[config.mk]
export PLATFORM = sky130hd
export DESIGN_NAME = apb3_master
export DESIGN_NICKNAME = d
export VERILOG_FILES = /design/src/rtl/apb3_master.sv
export SDC_FILE = /design/constraint.sdc
export NUM_CORES = 1
export LEC_CHECK = 0
export ABC_CLOCK_PERIOD_IN_PS = 2460
export BUFFER_PORTS_ARGS = -buffer_cell sky130_fd_sc_hd__buf_2
export CORE_MARGIN = 1
export CORE_UTILIZATION = 45
export CTS_CLUSTER_DIAMETER = 60
export DETAILED_ROUTE_END_ITERATION = 16
export PLACE_DENSITY = 0.75
export SLEW_MARGIN = 40
export SYNTH_ARGS = -nofsm -noshare
export SYNTH_HDL_FRONTEND = slang
export SYNTH_SLANG_ARGS = --single-unit
[constraint.sdc]
create_clock -name PCLK -period 2.46 [get_ports PCLK]
set_input_delay 0.123 -clock PCLK [delete_from_list [all_inputs] [get_ports PCLK]]
set_output_delay 0.123 -clock PCLK [all_outputs]
set_load 0.01 [all_outputs]
[src/rtl/apb3_master.sv]
// APB3 requester: takes one command at a time on a valid/ready port, runs SETUP/ACCESS
// on the APB bus and returns a one-cycle response with read data and error/timeout flags.
module apb3_master #(
   parameter int N_BIT_DATA     = 32,
   parameter int N_BIT_ADDRESS  = 4,
   parameter int TIMEOUT_CYCLES = 16
) (
   input  logic                     PCLK,
   input  logic                     PRESET,
   input  logic                     req_valid,
   output logic                     req_ready,
   input  logic                     req_write,
   input  logic [N_BIT_ADDRESS-1:0] req_addr,
   input  logic [N_BIT_DATA-1:0]    req_wdata,
   output logic                     rsp_valid,
   output logic [N_BIT_DATA-1:0]    rsp_rdata,
   output logic                     rsp_error,
   output logic                     rsp_timeout,
   output logic                     PSEL,
   output logic                     PENABLE,
   output logic                     PWRITE,
   output logic [N_BIT_ADDRESS-1:0] PADDR,
   output logic [N_BIT_DATA-1:0]    PWDATA,
   input  logic [N_BIT_DATA-1:0]    PRDATA,
   input  logic                     PREADY,
   input  logic                     PSLVERR
);

   localparam int CW = $clog2(TIMEOUT_CYCLES + 1);
   // Timeout fires on the edge where the count would reach TIMEOUT_CYCLES.
   localparam logic [CW-1:0] C_LAST = CW'(TIMEOUT_CYCLES - 1);

   typedef enum logic [1:0] {
      ST_IDLE   = 2'd0,
      ST_SETUP  = 2'd1,
      ST_ACCESS = 2'd2
   } state_t;

   state_t                     r_state;
   state_t                     w_state_nxt;
   logic                       w_accept;
   logic                       w_done;
   logic                       w_timeout;
   logic [CW-1:0]              r_wait_cnt;
   logic                       r_psel;
   logic                       r_penable;
   logic                       r_pwrite;
   logic [N_BIT_ADDRESS-1:0]   r_paddr;
   logic [N_BIT_DATA-1:0]      r_pwdata;
   logic                       r_rsp_valid;
   logic [N_BIT_DATA-1:0]      r_rsp_rdata;
   logic                       r_rsp_error;
   logic                       r_rsp_timeout;

   assign req_ready   = (r_state == ST_IDLE) && !PRESET;
   assign PSEL        = r_psel;
   assign PENABLE     = r_penable;
   assign PWRITE      = r_pwrite;
   assign PADDR       = r_paddr;
   assign PWDATA      = r_pwdata;
   assign rsp_valid   = r_rsp_valid;
   assign rsp_rdata   = r_rsp_rdata;
   assign rsp_error   = r_rsp_error;
   assign rsp_timeout = r_rsp_timeout;

   // Next-state logic; normal completion takes priority over timeout.
   always_comb begin
      w_state_nxt = r_state;
      w_accept    = 1'b0;
      w_done      = 1'b0;
      w_timeout   = 1'b0;
      case (r_state)
         ST_IDLE: begin
            if (req_valid) begin
               w_accept    = 1'b1;
               w_state_nxt = ST_SETUP;
            end else begin
               w_state_nxt = ST_IDLE;
            end
         end
         ST_SETUP: begin
            w_state_nxt = ST_ACCESS;
         end
         ST_ACCESS: begin
            if (PREADY) begin
               w_done      = 1'b1;
               w_state_nxt = ST_IDLE;
            end else if (r_wait_cnt == C_LAST) begin
               w_timeout   = 1'b1;
               w_state_nxt = ST_IDLE;
            end else begin
               w_state_nxt = ST_ACCESS;
            end
         end
         default: begin
            w_state_nxt = ST_IDLE;
         end
      endcase
   end

   // State, wait counter and APB bus registers.
   always_ff @(posedge PCLK or posedge PRESET) begin
      if (PRESET) begin
         r_state    <= ST_IDLE;
         r_wait_cnt <= '0;
         r_psel     <= 1'b0;
         r_penable  <= 1'b0;
         r_pwrite   <= 1'b0;
         r_paddr    <= '0;
         r_pwdata   <= '0;
      end else begin
         r_state   <= w_state_nxt;
         r_psel    <= (w_state_nxt == ST_SETUP) || (w_state_nxt == ST_ACCESS);
         r_penable <= (w_state_nxt == ST_ACCESS);
         if (r_state == ST_SETUP) begin
            r_wait_cnt <= '0;
         end else if ((r_state == ST_ACCESS) && !PREADY) begin
            r_wait_cnt <= r_wait_cnt + CW'(1);
         end else begin
            r_wait_cnt <= r_wait_cnt;
         end
         if (w_accept) begin
            r_pwrite <= req_write;
            r_paddr  <= req_addr;
            r_pwdata <= req_wdata;
         end else begin
            r_pwrite <= r_pwrite;
            r_paddr  <= r_paddr;
            r_pwdata <= r_pwdata;
         end
      end
   end

   // One-cycle response strobe; payload fields are zero whenever the strobe is low.
   always_ff @(posedge PCLK or posedge PRESET) begin
      if (PRESET) begin
         r_rsp_valid   <= 1'b0;
         r_rsp_rdata   <= '0;
         r_rsp_error   <= 1'b0;
         r_rsp_timeout <= 1'b0;
      end else begin
         r_rsp_valid   <= w_done || w_timeout;
         r_rsp_rdata   <= (w_done && !r_pwrite) ? PRDATA : '0;
         r_rsp_error   <= (w_done && PSLVERR) || w_timeout;
         r_rsp_timeout <= w_timeout;
      end
   end

endmodule

==> results of run 1 <==
[synth_stat cells (all sizes together)]
| master | instances | share of area, % |
|---|---|---|
| dfrtp | 81 | 67 |
| nor2 | 5 | 0.70 |
| nand4b | 1 | 0.29 |
| nor3 | 4 | 0.83 |
| clkbuf | 4 | 0.50 |
| nor3b | 1 | 0.25 |
| a21oi | 4 | 0.66 |
| a22oi | 1 | 0.25 |
| nand2b | 1 | 0.21 |
| mux2 | 37 | 15 |
| inv | 6 | 0.75 |
| a21o | 1 | 0.25 |
| mux2i | 1 | 0.33 |
| and3 | 1 | 0.21 |
| o2bb2ai | 3 | 0.87 |
| nand3 | 2 | 0.33 |
| nand2 | 2 | 0.25 |
| ha | 3 | 1.2 |
| o21ai | 2 | 0.33 |
| nor4bb | 1 | 0.33 |
| and2 | 34 | 7.1 |
| o31ai | 1 | 0.25 |
| buf | 6 | 1.7 |
| or3 | 1 | 0.21 |
[metrics by stage]
stage          hold WS, ns  cells  area [um2]  total power [uW]
3_5_place_dp        0.1928    420        3820              3347
2_1_floorplan       0.2516    203        3022              2820
3_3_place_gp        0.1883    420        3820              3301
4_1_cts          0.0008408    468        4338              4342
5_1_grt          0.0001376    469        4348              4577
6_report           0.01409    469        4348              4300
[sequential cells by signal, summed over array words and instances, names as in the netlist]
signal / flops
PADDR: 4
PENABLE: 1
PSEL: 1
PWDATA: 32
PWRITE: 1
r_state: 2
r_wait_cnt: 5
rsp_error: 1
rsp_rdata: 32
rsp_timeout: 1
rsp_valid: 1
[per-layer routing]
| layer | part of all wire [%] | up-vias |
|---|---|---|
| met3 | 7.9 | 13 |
| met2 | 48 | 98 |
| met1 | 41 | 1019 |
| met5 | 0 | - |
| met4 | 2.4 | 0 |
| li1 | - | 1046 |
[worst max-delay path by stage]
stage	from	endpoint	slack, ns	cells after the start
2_1_floorplan	PRESET	PADDR[0]	0.26	1
3_3_place_gp	r_state[0]	PSEL	0.77	5
3_5_place_dp	r_wait_cnt[0]	PSEL	0.71	6
4_1_cts	r_wait_cnt[0]	PSEL	0.70	6
5_1_grt	r_wait_cnt[0]	PSEL	0.60	6
6_report	r_wait_cnt[0]	PSEL	0.69	6
[critical path: cells and delay by family, from the launching register on]
family | cells | cell delay [ns]
DFF | 1 | 0.42
and+or+nand+nor | 1 | 0.17
buffers and inverters | 1 | 0.05
adders and majority gates | 3 | 0.74
AOI/OAI and AO/OA | 1 | 0.34
[cell type report]
| type | count | share of cell area (%) |
|---|---|---|
| Multi-Input combinational cell | 106 | 20.81 |
| Tap cell | 77 | 2.216 |
| Inverter | 6 | 0.5468 |
| Clock buffer | 12 | 3.338 |
| Sequential cell | 81 | 46.62 |
| Clock inverter | 4 | 1.209 |
| Timing Repair Buffer | 183 | 25.27 |
[power by group]
group | switching (uW) | internal, uW
logic | 644 | 751
registers | 222 | 1740
clock network | 449 | 498
[logic make-up after synthesis]
logic type | Yosys count | share of synthesized area [%]
adder cells (fa/ha/maj) | 3 | 1.242
AO/OA/AOI/OAI | 12 | 2.609
multiplexers | 38 | 15.36
flip-flops | 81 | 67.08
AND/OR/NAND/NOR | 53 | 10.73
buffers and inverters | 16 | 2.981
[repair_timing]
action | 4_1_cts | 5_1_grt
hold endpoints to repair | 60 | 1
setup endpoints to repair | 0 | 0
hold buffers | 32 | 1
==> qor.csv, run 1 <==
metric;value;unit
status;complete, but fails checks;
violations;design-rule violations;
nets;464;
drive_gt1_share;52.30;%
holdPathStages;2;
worstPathArrival;2.05;ns
vias;2176;
rr_endpoint;PSEL;
fp.coreArea;0.006422;mm2
grt_pass1_vias;2357;
syn-cell-area;0.003022;mm2
netlist_instances;203;
rrSetupSlack;0.69;ns
use_met1;24.24;%
yosysWarnings;0;
utilization;67.70;%
cts_inserted_buffers;9;
hold_violations;0;
slowest_stage;dfrtp_1;
ys_seq_elements;81;
rr_worst_depth;6;
rsz0062_at_grt;no;
multi_input_area;904.6;um2
wire_per_inst;13.81;um
grt_busiest_layer;met2;
grt_start_max_net_pins;53;
synth_cell_types;29;
startpoint_type;flop;
fin_crit;1.769;ns
maxCapViolCount;0;
worst_slew_pin_slew;0.5698;ns
slew_headroom;62.01;%
finClkSkew;0.01161;ns
min_from;PRDATA[24];
crit_path_cell_trace;ha_1 -> and3_1 -> ha_1 -> o31ai_1 -> ha_1 -> inv_1;
seqCellArea;0.002027;mm2
endpoint_kind;flop;
r2r_start;r_wait_cnt[0];
num-fill-cells;489;
via_per_inst;4.640;
cts_resized;0;
rows;29;
insertion_delay;0.33;ns
antenna_found_initial;0;
setup_viol;0;
final_common_cell;buf_2;
dp_hpwl;4.041;mm
clk_pin_slew;0.08;ns
cp_max_fo;5;
finalWirelength;6.475;mm
ir_worst_vdd;0.5060;mV
dieArea;0.007047;mm2
layout_common_cells;148 x buf_2, 81 x dfrtp_1, 33 x and2_1, 33 x dlygate4sd3_1, 27 x mux2_2;
htreeDepth;3;
worst_slack;0.6910;ns
overflow;0;
start_util;47.05;%
maxSlewViolCount;0;
syn_area_per_cell;14.88;um2
area_growth;43.89;%
antenna_left;0;
holdPathEnd;rsp_rdata[24];
die_w;83.95;um
first_pass_iters;10;
cts_tree;built;
setup_tns;0;ns
p_leak;0.002300;uW
pin_count;149;
grt_pass1_wl;11.00;mm
drcViolationCount;16;
cts_buffer_depth;2;
die_h;83.95;um
grt_usage;20.39;%
hp-class;in2reg;
synth_nets;280;
period_share;71.91;%
power_density;989.0;mW/mm2
portBuffers;148;
crit_required;2.74;ns
clock_sinks;81;
fmax;565.3;MHz
num_antenna_cells;0;
routabilityCongestion;0.7393;
grt.met2_usage;33.68;%
yosysSeqAreaShare;67.08;%
root_buffer;clkbuf_8;
postCtsSetupBuffers;0;
use_met3;6.528;%
critPathKind;reg2reg;
crit_path_frequent_cell;ha_1;
slowest_delay;0.42;ns
drt_iter0_drc;109;
dp_slack;0.7092;ns
No activity file was read; power rests on OpenSTA's default activity.
==> run 2, diff against run 1 <==
- ABC_CLOCK_PERIOD_IN_PS: 2460 -> 1500
- CORE_UTILIZATION: 45 -> 41
- PLACE_DENSITY: 0.75 -> 0.72
- clock period: 2.46 -> 1.5 ns (I/O delays scaled with it)
==> run 2 against run 1 <==
  * The run now ends clean
  * Die area rose by 9.5%
  * Fmax grew 22%
  * Critical path depth unchanged
  * Register-to-register slack got worse by 0.64 ns
  * Global-route usage rose by 0.36 points
  * Largest power group unchanged
  * Largest cell class unchanged
  * Final area increased by 13%
  * Utilization is 3.3 points higher
==> qor.csv, run 2 (same netlist as run 1, synthesis figures left out) <==
metric;value;unit;change
holdPathEnd;r_state[0];;was rsp_rdata[24]
slew_headroom;65.94;%;was 62.01%
grt_pass1_vias;2460;;was 2357
r2r_start;r_wait_cnt[1];;was r_wait_cnt[0]
cts_tree;built;;unchanged
endpoint_kind;flop;;unchanged
min_from;req_valid;;was PRDATA[24]
maxSlewViolCount;0;;unchanged
setup_viol;0;;unchanged
worst_slew_pin_slew;0.5110;ns;was 0.5698 ns
period_share;96.56;%;was 71.91%
switchingPower;2283;uW;was 1315 uW
clock_sinks;81;;unchanged
vias;2410;;was 2176
pin_count;149;;unchanged
cts_inserted_buffers;9;;unchanged
routabilityCongestion;0.7303;;was 0.7393
cp_max_fo;2;;was 5
rrSetupSlack;0.05;ns;was 0.69 ns
worst_slack;0.05160;ns;was 0.6910 ns
start_util;43.51;%;was 47.05%
wire_per_inst;14.23;um;was 13.81 um
critPathKind;reg2reg;;unchanged
drcViolationCount;0;;was 16
nets;513;;was 464
rows;30;;was 29
num_antenna_cells;0;;unchanged
overflow;0;;unchanged
power_density;1557;mW/mm2;was 989.0 mW/mm2
dp_slack;-0.01175;ns;was 0.7092 ns
fmax;690.4;MHz;was 565.3 MHz
grt_pass1_wl;11.85;mm;was 11.00 mm
finalWirelength;7.629;mm;was 6.475 mm
ir_worst_vdd;0.8426;mV;was 0.5060 mV
antenna_found_initial;0;;unchanged
dpl_cell_area;0.003979;mm2;was 0.003820 mm2
hp-class;in2reg;;unchanged
fin_crit;1.448;ns;was 1.769 ns
root_buffer;clkbuf_8;;unchanged
htreeDepth;3;;unchanged
hold_violations;0;;unchanged
p_leak;0.002542;uW;was 0.002300 uW
rsz0062_at_grt;no;;unchanged
postCtsSetupBuffers;0;;unchanged
worstPathArrival;1.73;ns;was 2.05 ns
dp_hpwl;4.461;mm;was 4.041 mm
status;finished clean;;was complete, but fails checks
portBuffers;148;;unchanged
layout_common_cells;148 x buf_2, 81 x dfrtp_1, 71 x dlygate4sd3_1, 33 x and2_1, 27 x mux2_2;;was 148 x buf_2, 81 x dfrtp_1, 33 x and2_1, 33 x dlygate4sd3_1, 27 x mux2_2
maxCapViolCount;0;;unchanged
switching_share;29.71;%;was 30.58%
cts_buffer_depth;2;;unchanged
drive_gt1_share;50.45;%;was 52.30%
die_w;87.85;um;was 83.95 um
antenna_left;0;;unchanged
holdPathStages;2;;unchanged
via_per_inst;4.496;;was 4.640
grt_start_max_net_pins;42;;was 53
seq_power_share;41.5;%;was 45.5%
crit_required;1.79;ns;was 2.74 ns
final_common_cell;buf_2;;unchanged
fp.coreArea;0.006944;mm2;was 0.006422 mm2
first_pass_iters;4;;was 10
clockPowerShare;23.6;%;was 22.0%
startpoint_type;flop;;unchanged
grt_usage;20.75;%;was 20.39%
drt_iter0_drc;54;;was 109
finClkSkew;0.007659;ns;was 0.01161 ns
cell_internal_pwr;5399;uW;was 2985 uW
dieArea;0.007717;mm2;was 0.007047 mm2
die_h;87.85;um;was 83.95 um
insertion_delay;0.34;ns;was 0.33 ns
p_comb_share;34.8;%;was 32.5%
clk_pin_slew;0.08;ns;about the same
area_growth;63.23;%;was 43.89%
final_cell_area;0.004932;mm2;was 0.004348 mm2
rr_endpoint;PSEL;;unchanged
rr_worst_depth;6;;unchanged
==> run 2: cell count changes in the layout (fill, tap and decap cells not counted), sizes merged <==
| cell | change |
|---|---|
| buf | +11 |
| bufinv | +2 |
| clkbuf | -3 |
| clkinv | +1 |
| clkinvlp | -1 |
| dlygate4sd3 | +38 |
==> run 2: worst max-delay path by stage <==
stage	from	end	slack [ns]	depth (start not counted)
6_report	r_wait_cnt[1]	PSEL	0.05	6
5_1_grt	r_wait_cnt[1]	PSEL	0.009	6
4_1_cts	r_wait_cnt[1]	PSEL	0.003	6
3_5_place_dp	r_wait_cnt[1]	PSEL	-0.01	6
3_3_place_gp	r_wait_cnt[1]	PSEL	0.02	6
2_1_floorplan	r_wait_cnt[0]	PSEL	0.002	6
==> run 2: layout make-up <==
class	instances	area [um2]
flip-flops and latches	81	2027
clock inverters	6	107.6
clock buffers	9	123.9
well taps	96	120.1
fillers	475	2012
inverters	6	26.28
multi-input cells	106	940.9
repair buffers	232	1587
==> run 2: per-layer routing <==
layer  vias up  wire [um]  part of all wire [%]  track usage [%]
met5         -          0                     0                0
met4         0        133                   1.7            9.091
met3        11        595                   7.8            5.938
met2       116       3729                    49            35.17
met1      1140       3170                    42            24.66
li1       1143          -                     -                -
==> run 2: timing repair <==
action / in CTS / in global routing
hold buffers: 71 / 0
gates cloned: 0 / 0
gates resized for setup: 1 / 1
endpoints found under the hold margin: 151 / 0
pin swaps: 0 / 3
setup endpoints to repair: 1 / 23
==> run 2: worst max-delay path: stages (launching register included) <==
cell	delay [ns]
dfrtp_1	0.39
ha_2	0.19
and3_4	0.17
ha_4	0.16
o31ai_4	0.17
ha_1	0.26
inv_1	0.05
==> run 2: metrics by stage <==
stage	cells	util, %	hold WS, ns	power, uW	TNS, ns
2_1_floorplan	203	-	0.1967	4636	0
3_3_place_gp	450	57.30	0.2569	5626	0
4_1_cts	536	70.99	0.05336	7705	0
5_1_grt	536	71.03	0.05414	8180	0
3_5_place_dp	450	57.30	0.2613	5700	-0.01175
6_report	536	71.03	0.06824	7682	0
==> run 2: power groups by stage <==
stage | logic [uW] | registers, uW | clock network [uW]
2_1_floorplan | 1120 | 3510 | 0
3_3_place_gp | 2470 | 3160 | 0
3_5_place_dp | 2500 | 3200 | 0
4_1_cts | 2670 | 3160 | 1880
5_1_grt | 2930 | 3260 | 1990
6_report | 2670 | 3190 | 1820
==> run 3, diff against run 2 <==
- CORE_UTILIZATION: 41 -> 43
- CTS_BUF_LIST: unset -> sky130_fd_sc_hd__clkbuf_4 sky130_fd_sc_hd__clkbuf_8
- PLACE_DENSITY: 0.72 -> 0.75
==> run 3 against run 2 <==
  * Non-clock buffer count unchanged
  * Utilization up 1.1 points
  * Via count down 0.12%
  * Sequential share of layout area up 0.28 points
  * Sequential cell count unchanged
  * Total power down 3.5%
  * Clock-buffer cell count up 2
  * Register-to-register slack about the same
  * Combinational power about the same
  * Critical endpoint unchanged
==> qor.csv, run 3 (same netlist as run 1, synthesis figures left out) <==
metric;value;unit;change
status;finished clean;;unchanged
rows;30;;unchanged
hold_violations;0;;unchanged
power_density;1513;mW/mm2;was 1557 mW/mm2
dp.cells;449;;was 450
die_w;85.83;um;was 87.85 um
num_antenna_cells;0;;unchanged
path_buf_inv;1;;unchanged
clock_sinks;81;;unchanged
crit_required;1.78;ns;was 1.79 ns
fin_crit;1.458;ns;was 1.448 ns
worst_slew_pin_slew;0.3552;ns;was 0.5110 ns
overflow;0;;unchanged
insertion_delay;0.34;ns;about the same
fp.coreArea;0.006794;mm2;was 0.006944 mm2
routabilityCongestion;0.7442;;was 0.7303
finalWirelength;7.753;mm;was 7.629 mm
slowest_delay;0.40;ns;was 0.39 ns
critical_path.top_delay_family;adder cells;;unchanged
drcViolationCount;0;;unchanged
dieArea;0.007366;mm2;was 0.007717 mm2
drive_gt1_share;50.34;%;was 50.45%
critPathKind;reg2reg;;unchanged
utilization;72.10;%;was 71.03%
ir_worst_vdd;0.7144;mV;was 0.8426 mV
cts_inserted_buffers;9;;unchanged
portBuffers;148;;unchanged
root_buffer;clkbuf_8;;unchanged
startpoint_type;flop;;unchanged
whs;0.07138;ns;was 0.06824 ns
fmax;685.7;MHz;was 690.4 MHz
area_growth;62.11;%;was 63.23%
layout_common_cells;148 x buf_2, 81 x dfrtp_1, 71 x dlygate4sd3_1, 33 x and2_1, 27 x mux2_2;;unchanged
antenna_found_initial;0;;unchanged
cts_tree;built;;unchanged
crit_path_cell_trace;ha_2 -> and3_4 -> ha_4 -> o31ai_4 -> ha_1 -> inv_1;;unchanged
finClkSkew;0.008556;ns;was 0.007659 ns
htreeDepth;3;;unchanged
grt_start_max_net_pins;55;;was 42
rsz0062_at_grt;yes;;was no
maxSlewViolCount;0;;unchanged
p_leak;0.002527;uW;was 0.002542 uW
setup_viol;0;;unchanged
worstPathArrival;1.74;ns;was 1.73 ns
wire_per_inst;14.44;um;was 14.23 um
num-fill-cells;449;;was 475
dp_hpwl;4.460;mm;was 4.461 mm
grt_pass1_vias;2591;;was 2460
clk_pin_slew;0.08;ns;about the same
final_common_cell;buf_2;;unchanged
pin_count;149;;unchanged
slew_headroom;76.32;%;was 65.94%
fin_cells;537;;was 536
start_util;44.48;%;was 43.51%
grt_pass1_wl;12.23;mm;was 11.85 mm
cp_max_fo;2;;unchanged
maxCapViolCount;0;;unchanged
slowest_stage;dfrtp_1;;unchanged
die_h;85.83;um;was 87.85 um
cts_buffer_depth;2;;unchanged
grt_usage;22.13;%;was 20.75%
antenna_left;0;;unchanged
vias;2407;;was 2410
nets;513;;unchanged
via_per_inst;4.482;;was 4.496
hp-class;in2reg;;unchanged
drt_iter0_drc;107;;was 54
endpoint_kind;flop;;unchanged
first_pass_iters;6;;was 4
period_share;97.23;%;was 96.56%
run 3: changes by cell type in the layout (fill, tap and decap cells not counted), sizes merged:
| cell | before | now |
|---|---|---|
| bufinv | 3 | 1 |
| clkbuf | 9 | 11 |
| clkinvlp | 2 | 3 |
run 3: stage by stage:
stage,cell area [um2],total power (uW),setup slack [ns],TNS (ns)
after floorplan,3050,4636,0.002114,0
after global placement,3971,5571,0.02381,0
after detailed placement,3971,5666,-0.04163,-0.04163
after CTS,4898,7437,0.03981,0
after global routing,4898,7844,-0.03235,-0.1224
final,4898,7410,0.04158,0
run 3: worst paths after layout:
kind | to | cells past startpoint | from | slack [ns]
max in group asynchronous | PWDATA[22] | 4 | PRESET | 0.83
hold / removal | rsp_timeout | 2 | PREADY | 0.07
hold reg to reg | PWDATA[21] | 1 | PWDATA[21] | 0.51
setup / recovery | PSEL | 6 | r_wait_cnt[0] | 0.04
setup reg to reg | PSEL | 6 | r_wait_cnt[0] | 0.04
min in group asynchronous | rsp_rdata[28] | 4 | PRESET | 0.38
run 3: layer usage:
metal / share of wire, % / GRT usage [%] / wire, um / up-vias
li1: - / - / - / 1144
met1: 41 / 25.91 / 3212 / 1143
met2: 50 / 37.45 / 3874 / 111
met3: 7.3 / 6.737 / 566 / 9
met4: 1.3 / 10.30 / 99 / 0
met5: 0 / 0 / 0 / -
run 3: cell type report:
cell class / count / area (um2) / area share [%]
inverter: 6 / 26.28 / 0.5364
multi-input combinational: 106 / 938.4 / 19.16
clock buffer: 11 / 145.1 / 2.963
sequential: 81 / 2027 / 41.38
clock inverter: 5 / 55.05 / 1.124
timing repair buffer: 232 / 1587 / 32.39
tap: 96 / 120.1 / 2.452
run 3: power by group:
| group | internal, uW | total (uW) | switching, uW |
|---|---|---|---|
| logic | 1440 | 2650 | 1210 |
| clock network | 827 | 1580 | 750 |
| registers | 2850 | 3180 | 330 |
| total | 5120 | 7410 | 2290 |
run 3: timing repair:
| action | 4_1_cts | 5_1_grt |
|---|---|---|
| hold buffers | 71 | 0 |
| endpoints found under the setup margin | 1 | 8 |
| endpoints found under the hold margin | 151 | 0 |
| pin swaps | 2 | 1 |
| resized for setup | 1 | 0 |
| buffers inserted | 1 | 0 |
